<file path="config.mk">
export PLATFORM = sky130hd
export DESIGN_NAME = branch_hazard_unit
export DESIGN_NICKNAME = d
export VERILOG_FILES = /design/src/rtl/branch_hazard_pkg.sv /design/src/rtl/branch_hazard_match.sv /design/src/rtl/branch_hazard_unit.sv
export SDC_FILE = /design/constraint.sdc
export NUM_CORES = 1
export LEC_CHECK = 0
export ABC_CLOCK_PERIOD_IN_PS = 3150
export BUFFER_PORTS_ARGS = -buffer_cell sky130_fd_sc_hd__buf_2
export CORE_ASPECT_RATIO = 0.9
export CORE_MARGIN = 3
export CORE_UTILIZATION = 46
export CTS_CLUSTER_SIZE = 10
export DETAILED_ROUTE_END_ITERATION = 10
export HOLD_SLACK_MARGIN = 0.08
export PLACE_DENSITY = 0.79
export SLEW_MARGIN = 20
export SYNTH_ARGS = -nofsm -noshare
export SYNTH_HDL_FRONTEND = slang
export SYNTH_SLANG_ARGS = --single-unit
</file>
<file path="constraint.sdc">
create_clock -name clk -period 3.15 [get_ports clk]
set_clock_uncertainty 0.1 [all_clocks]
set_input_delay 0.63 -clock clk [delete_from_list [all_inputs] [get_ports clk]]
set_output_delay 0.63 -clock clk [all_outputs]
set_load 0.03 [all_outputs]
</file>
<file path="src/rtl/branch_hazard_pkg.sv">
// Shared types and constants for the ID-stage branch hazard controller.
// The optional stall counter is compiled in with BRANCH_STALL_CNT_EN.
package branch_hazard_pkg;

    localparam int REG_AW_DEF = 5;
    // Slots store the destination zero-extended to a fixed width so the struct
    // stays usable for any REG_AW up to this bound.
    localparam int REG_AW_MAX = 8;

    localparam logic [1:0] FWD_RF = 2'b00;
    localparam logic [1:0] FWD_EX = 2'b10;
    localparam logic [1:0] FWD_WB = 2'b01;

    typedef struct packed {
        logic                  valid;
        logic                  reg_write;
        logic                  mem_read;
        logic [REG_AW_MAX-1:0] write_reg;
    } slot_t;

endpackage

</file>
<file path="src/rtl/branch_hazard_match.sv">
// Per-operand hazard decision: picks the forward source for one branch
// operand, or flags that it cannot be supplied yet.
module branch_hazard_match
    import branch_hazard_pkg::*;
#(
    parameter int REG_AW = REG_AW_DEF
) (
    input  logic [REG_AW-1:0] src,
    input  logic              use_src,
    input  slot_t             slot_ex,
    input  slot_t             slot_mem,
    input  slot_t             slot_wb,
    output logic [1:0]        fwd,
    output logic              stall
);

    logic [REG_AW_MAX-1:0] src_ext;
    logic                  src_live;
    logic                  hit_ex;
    logic                  hit_mem;
    logic                  hit_wb;
    logic                  unused_mem_read;

    assign src_ext  = REG_AW_MAX'(src);
    // $0 is hardwired, so it never depends on an in-flight write.
    assign src_live = use_src && (src != '0);

    assign hit_ex  = src_live && slot_ex.valid  && slot_ex.reg_write  && (slot_ex.write_reg  == src_ext);
    assign hit_mem = src_live && slot_mem.valid && slot_mem.reg_write && (slot_mem.write_reg == src_ext);
    assign hit_wb  = src_live && slot_wb.valid  && slot_wb.reg_write  && (slot_wb.write_reg  == src_ext);

    assign unused_mem_read = slot_mem.mem_read ^ slot_wb.mem_read;

    // Youngest producer wins; MEM has no forwarding path, so it always waits.
    always_comb begin
        fwd   = FWD_RF;
        stall = 1'b0;
        if (hit_ex) begin
            if (slot_ex.mem_read) begin
                stall = 1'b1;
            end else begin
                fwd = FWD_EX;
            end
        end else if (hit_mem) begin
            stall = 1'b1;
        end else if (hit_wb) begin
            fwd = FWD_WB;
        end
    end

endmodule

</file>
<file path="src/rtl/branch_hazard_unit.sv">
// Branch-operand forwarding, stall and IF-flush control for the ID-stage
// comparator. Define BRANCH_STALL_CNT_EN to build the saturating stall counter.
module branch_hazard_unit
    import branch_hazard_pkg::*;
#(
    parameter int REG_AW = REG_AW_DEF,
    parameter int CNT_W  = 32
) (
    input  logic              clk,
    input  logic              rst,
    input  logic              Branch_ID,
    input  logic              UseRs_ID,
    input  logic              UseRt_ID,
    input  logic [REG_AW-1:0] Rs_ID,
    input  logic [REG_AW-1:0] Rt_ID,
    input  logic              RegWrite_ID,
    input  logic              MemRead_ID,
    input  logic [REG_AW-1:0] WriteReg_ID,
    input  logic              BranchTaken_ID,
    output logic [1:0]        ForwardA1,
    output logic [1:0]        ForwardB1,
    output logic              Stall,
    output logic              BubbleEX,
    output logic              FlushIF,
    output logic [CNT_W-1:0]  StallCycles
);

    slot_t      slot_ex;
    slot_t      slot_mem;
    slot_t      slot_wb;
    logic [1:0] fwd_a;
    logic [1:0] fwd_b;
    logic       stall_a;
    logic       stall_b;
    logic       stall;

    branch_hazard_match #(.REG_AW(REG_AW)) u_match_a (
        .src      (Rs_ID),
        .use_src  (UseRs_ID),
        .slot_ex  (slot_ex),
        .slot_mem (slot_mem),
        .slot_wb  (slot_wb),
        .fwd      (fwd_a),
        .stall    (stall_a)
    );

    branch_hazard_match #(.REG_AW(REG_AW)) u_match_b (
        .src      (Rt_ID),
        .use_src  (UseRt_ID),
        .slot_ex  (slot_ex),
        .slot_mem (slot_mem),
        .slot_wb  (slot_wb),
        .fwd      (fwd_b),
        .stall    (stall_b)
    );

    assign stall     = Branch_ID & (stall_a | stall_b);
    assign Stall     = stall;
    assign BubbleEX  = stall;
    assign ForwardA1 = stall ? FWD_RF : fwd_a;
    assign ForwardB1 = stall ? FWD_RF : fwd_b;
    assign FlushIF   = Branch_ID & BranchTaken_ID & ~stall;

    // A stalled branch stays in ID, so EX receives a bubble in its place.
    always_ff @(posedge clk) begin
        if (rst) begin
            slot_ex  <= '0;
            slot_mem <= '0;
            slot_wb  <= '0;
        end else begin
            slot_wb  <= slot_mem;
            slot_mem <= slot_ex;
            if (stall) begin
                slot_ex <= '0;
            end else begin
                slot_ex.valid     <= 1'b1;
                slot_ex.reg_write <= RegWrite_ID;
                slot_ex.mem_read  <= MemRead_ID;
                slot_ex.write_reg <= REG_AW_MAX'(WriteReg_ID);
            end
        end
    end

`ifdef BRANCH_STALL_CNT_EN
    logic [CNT_W-1:0] stall_cnt;

    always_ff @(posedge clk) begin
        if (rst) begin
            stall_cnt <= '0;
        end else if (stall && (stall_cnt != {CNT_W{1'b1}})) begin
            stall_cnt <= stall_cnt + CNT_W'(1);
        end
    end

    assign StallCycles = stall_cnt;
`else
    assign StallCycles = '0;
`endif

endmodule

</file>
==> results of run 1 <==
-- per-stage QoR --
step	instance area [µm²]	TNS (ps)	cells
3_5_place_dp	1450	0	212
3_3_place_gp	1450	0	212
4_1_cts	1490	0	216
5_1_grt	1570	-15.9	218
6_report	1570	0	218
2_1_floorplan	1480	0	174
-- report_power, final --
| part | internal [mW] | switching (mW) | total, mW |
|---|---|---|---|
| Clock | 0.0705 | 0.0789 | 0.149 |
| Combinational | 0.0493 | 0.0892 | 0.138 |
| Sequential | 0.290 | 0.0111 | 0.301 |
-- critical path: cells and delay by family --
family | cells | cell delay [ps]
and+or+nand+nor | 3 | 750
buffers and inverters | 3 | 440
AOI/OAI and AO/OA | 3 | 540
-- cell type report --
type                    instances  area [µm²]
repair buffers                 36         234
fillers                       251        1220
flip-flops and latches         22         440
well taps                      40        50.0
clock buffers                   4        36.3
multi-input cells             116         811
-- worst paths after layout --
check / startpoint / end / cells after the start
max reg2reg: slot_ex[1]$_SDFF_PP0_ / slot_ex[9]$_SDFF_PP0_ / 7
min: slot_mem[9]$_SDFF_PP0_ / slot_wb[9]$_SDFF_PP0_ / 1
min reg2reg: slot_mem[9]$_SDFF_PP0_ / slot_wb[9]$_SDFF_PP0_ / 1
max: Rt_ID[3] / ForwardB1[0] / 9
-- kinds of logic after synthesis --
| kind of cell | count (synthesis) |
|---|---|
| compound gates | 5 |
| xor+xnor | 30 |
| buf+inv | 36 |
| flops | 22 |
| other cells | 1 |
| simple gates | 49 |
-- sequential cells by signal (all words and copies together), names as in the netlist --
name and cells:
slot_mem 7, slot_ex 8, slot_wb 7
-- per-layer routing --
| layer | wire (µm) | global-route usage [%] |
|---|---|---|
| met1 | 1100 | 17.3 |
| met2 | 1260 | 23.7 |
| met3 | 209 | 3.88 |
| met4 | 40 | 5.54 |
| met5 | 0 | 0 |
-- layout by cell type, fill, tap and decap left out, types with 2 or more instances in the layout --
cell and count:
buf_2 22, buf_4 9, buf_6 5, clkbuf_4 3, conb_1 32, dfxtp_1 22
nand3_1 6, nand4_1 6, nor2_1 3, nor2b_1 14, nor3_1 4, nor3_2 4
nor3b_1 3, nor3b_2 4, o21ai_4 2, or3_4 2, or4_4 2, xnor2_1 24
xor2_1 6
-- repair_timing --
action                                  in CTS  in global routing
setup buffers                                0                  2
resized for setup                            0                 24
hold endpoints to repair                     0                  0
endpoints found under the setup margin       0                  6
==> results_dict.tcl, run 1 <==
set metrics [dict create \
    status "completed" \
    clk_pin_slew_ps 100 \
    setup_viol 0 \
    startpoint_type "primary input" \
    portBuffers 29 \
    synth.most_common_cell "buf_4" \
    ioPinCount 62 \
    dp_slack_ps 0.153 \
    grt_start_max_net_pins 23 \
    drv_cap 0 \
    synthSimpleGateAreaFrac_pct 25.0 \
    nNetsFinal 202 \
    grt_pass1_wl_mm 4.07 \
    firstDrtPassIters 3 \
    synth_area_leaders "dfxtp_1 (32%), buf_4 (18%), xnor2_1 (15%), nor2b_1 (6.4%), xor2_1 (3.8%)" \
    numClockSinks 22 \
    ant_nets 0 \
    synth_cells 143 \
    avgViaCountPerCell 4.52 \
    fin_util_pct 56.3 \
    power_mw 0.589 \
    place_hpwl_mm 2.12 \
    period_share_pct 98.2 \
    root_buffer "clkbuf_4" \
    synth_top_area_share_pct 32.2 \
    die_h_um 57.7 \
    async_reset_ff_share_pct 0 \
    finalWorstSetupSlack_ps 56.3 \
    via_count 985 \
    synth_fa_ha_area_share_pct 0 \
    cts_made_buffers 3 \
    cts_tree "yes" \
    syn_avg_cell_area_um2 9.55 \
    required_ps 2420 \
    synth_compound_area_share_pct 3.75 \
    synth_area_um2 1370 \
    globalRouteTotalUtil_pct 14.1 \
    ys_ff_latch 22 \
    cp_max_fo 8 \
    holdWs_ps 394 \
    synth_top_family_by_area "simple AND/OR/NAND/NOR gates" \
    synth_edf_count 0 \
    period_minus_slack_ps 3090 \
    postCtsHoldBufs 0 \
    place.gp.congestion 0.848 \
    routed_wl_mm 2.61 \
    endpoint_kind "output port" \
    die_width_um 63.4 \
    start_util_pct 48.9 \
    slowest_stage "or4_4" \
    path_common_cell "buf_4" \
    crit_chain "buf_2 > or4_4 > o21ai_4 > buf_4 > or3_4 > a22oi_2 > a21boi_4 > nor2_1 > buf_4" \
    cts_buffer_depth 2 \
    peakVddDrop_mv 0.266 \
    synth.largest_area_cell "dfxtp_1" \
    area_growth_pct 15.0 \
    p_per_area_nw_per_um2 375 \
    synth_top_flop_cell "dfxtp_1" \
    muxShareOfSynthArea_pct 0 \
    diodes 0 \
    hp-class "reg -> reg" \
    synth_cell_types 23 \
    clock_latency_ps 300 \
    coreArea_um2 2790 \
    timing.reg2reg.setup_slack_ps 1060 \
    drive_gt1_share_pct 32.6 \
    htree_levels 1 \
    die_area_um2 3660 \
    first_global_vias 907 \
    synth_common_cells "buf_4 (33), xnor2_1 (24), dfxtp_1 (22), nor2b_1 (14)" \
    num_rows 18 \
    antenna_found_initial 0 \
    worstSetupPathType "in -> out" \
    ys_seq_area_share_pct 32.2 \
    first_iter_violations 10 \
    max_freq_mhz 323 \
    hold_violations 0 \
    drcViolationCount 0 \
    synth-xor-area-share_pct 19.2 \
    p_leak_nw 0.654 \
    drv_slew 0 \
    crit_arrival_ps 2360 \
    slowest_delay_ps 540 \
    grt_overflow 0 \
    yosys_warnings 0 \
    routedWlPerCell_um 12.0 \
]
(Power assumes the default switching activity.)
==> inputs of run 2 (changes only) <==
==> constraint.sdc (replaced) <==
create_clock -name clk -period 3.15 [get_ports clk]
set_clock_uncertainty 0.1 [all_clocks]
set_input_delay 0.4725 -clock clk [delete_from_list [all_inputs] [get_ports clk]]
set_output_delay 0.4725 -clock clk [all_outputs]
set_load 0.03 [all_outputs]
==> run 2 against run 1 <==
Worst setup slack gained 250 ps. Sequential power about the same. Total power is 1.4% lower. Critical path depth down 1. Non-clock buffer count is 6 lower. Register-to-register slack got worse by 90 ps. Combinational power fell by 7%. Worst hold slack got worse by 97 ps.
==> results_dict.tcl, run 2 (synthesis results as in run 1) <==
set metrics [dict create \
    peakVddDrop_mv 0.338 \
    routed_wl_mm 2.37 \
    die_width_um 63.4 \
    reg_top3 "slot_ex x8, slot_mem x7, slot_wb x7" \
    drv_slew 0 \
    clk_pin_slew_ps 120 \
    cp_max_fo 7 \
    crit_family "simple AND/OR/NAND/NOR gates" \
    nNetsFinal 196 \
    htree_levels 1 \
    firstDrtPassIters 4 \
    endpoint_kind "output port" \
    drv_cap 0 \
    largest_reg_flops 8 \
    max_freq_mhz 352 \
    drive_gt1_share_pct 28.5 \
    grt_overflow 0 \
    period_share_pct 90.2 \
    globalRouteTotalUtil_pct 13.2 \
    portBuffers 29 \
    post_dp_cell_area_um2 1420 \
    layout_commonest_cell "conb_1" \
    place_hpwl_mm 1.99 \
    top_register "slot_ex" \
    stdcell_area_um2 1460 \
    rsz0062_at_grt "no" \
    dp_slack_ps 293 \
    num_rows 18 \
    grt_pass1_wl_mm 3.84 \
    post_cts.repair.setup_buffers 0 \
    area_growth_pct 6.50 \
    required_ps 2580 \
    numClockSinks 22 \
    hp-class "in -> reg" \
    startpoint "Rs_ID[4]" \
    path_common_cell "buf_2" \
    ioPinCount 62 \
    status "completed" \
    slowest_stage "or4_1" \
    final_cell_mix "conb_1 (32), buf_2 (29), xnor2_1 (24)" \
    min_from "RegWrite_ID" \
    tns_ps 0 \
    startpoint_type "primary input" \
    slowest_delay_ps 540 \
    crit_chain "buf_2 > or4_1 > o21ai_2 > or3_4 > a22oi_2 > a21boi_2 > nor2_1 > buf_2" \
    avgViaCountPerCell 4.40 \
    first_global_vias 832 \
    cts_buffer_depth 2 \
    diodes 0 \
    period_minus_slack_ps 2840 \
    root_buffer "clkbuf_4" \
    p_per_area_nw_per_um2 399 \
    antenna_found_initial 0 \
    die_h_um 57.7 \
    p_leak_nw 0.605 \
    cts_tree "yes" \
    cts_made_buffers 3 \
    power_mw 0.581 \
    hold_violations 0 \
    via_count 932 \
    coreArea_um2 2790 \
    rr_startpoint "slot_ex[1]$_SDFF_PP0_" \
    first_iter_violations 12 \
    critical_path_buf_inv_count 2 \
    setup_viol 0 \
    place.gp.congestion 0.893 \
    clock_latency_ps 300 \
    ant_nets 0 \
    routedWlPerCell_um 11.2 \
    finalWorstSetupSlack_ps 308 \
    worstSetupPathType "in -> out" \
    drcViolationCount 0 \
    die_area_um2 3660 \
    ctsResizeCount 0 \
    grt_start_max_net_pins 23 \
    postCtsHoldBufs 0 \
    start_util_pct 48.9 \
    crit_arrival_ps 2270 \
]
## run 2: final timing paths
check / end / cells past startpoint / slack (ps)
max: ForwardB1[0] / 8 / 310
min: slot_ex[9]$_SDFF_PP0_ / 2 / 300
max reg2reg: slot_ex[2]$_SDFF_PP0_ / 7 / 970
min reg2reg: slot_wb[9]$_SDFF_PP0_ / 1 / 390
## run 2: area by class of cell
class / count / area [µm²]
clock buffer: 4 / 36.3
fill: 262 / 1340
multi-input combinational: 116 / 776
sequential: 22 / 440
tap: 40 / 50.0
timing repair buffer: 30 / 153
## run 2: power by group
part / switching, mW / leakage, nW / internal [mW] / total (mW)
clock: 0.0820 / 0.0210 / 0.0705 / 0.153
sequential: 0.0105 / 0.181 / 0.290 / 0.301
combinational: 0.0859 / 0.403 / 0.0417 / 0.128
## run 2: worst register-to-register path, stage by stage, from the launching register on
cell      delay, ps
dfxtp_1         410
xnor2_1         140
nand4_1         110
or3_4           410
a21bo_2         240
a21boi_2        330
buf_4           250
nor3b_1          60
## run 2: per-layer routing
layer  routed length, µm  GRT usage [%]  part of all wire (%)  vias up
li1                    -              -                     -      468
met1                1080           17.5                    45      419
met2                1060           20.5                    45       43
met3                 208           3.49                   8.8        2
met4                  21           5.23                  0.88        0
met5                   0              0                     0        -
## run 2: through the flow
step | util [%] | hold slack (ps) | cells
floorplan | - | 358 | 174
global placement | 50.8 | 368 | 208
detailed placement | 50.8 | 375 | 208
CTS | 52.1 | 292 | 212
global route | 52.1 | 284 | 212
finish | 52.1 | 296 | 212
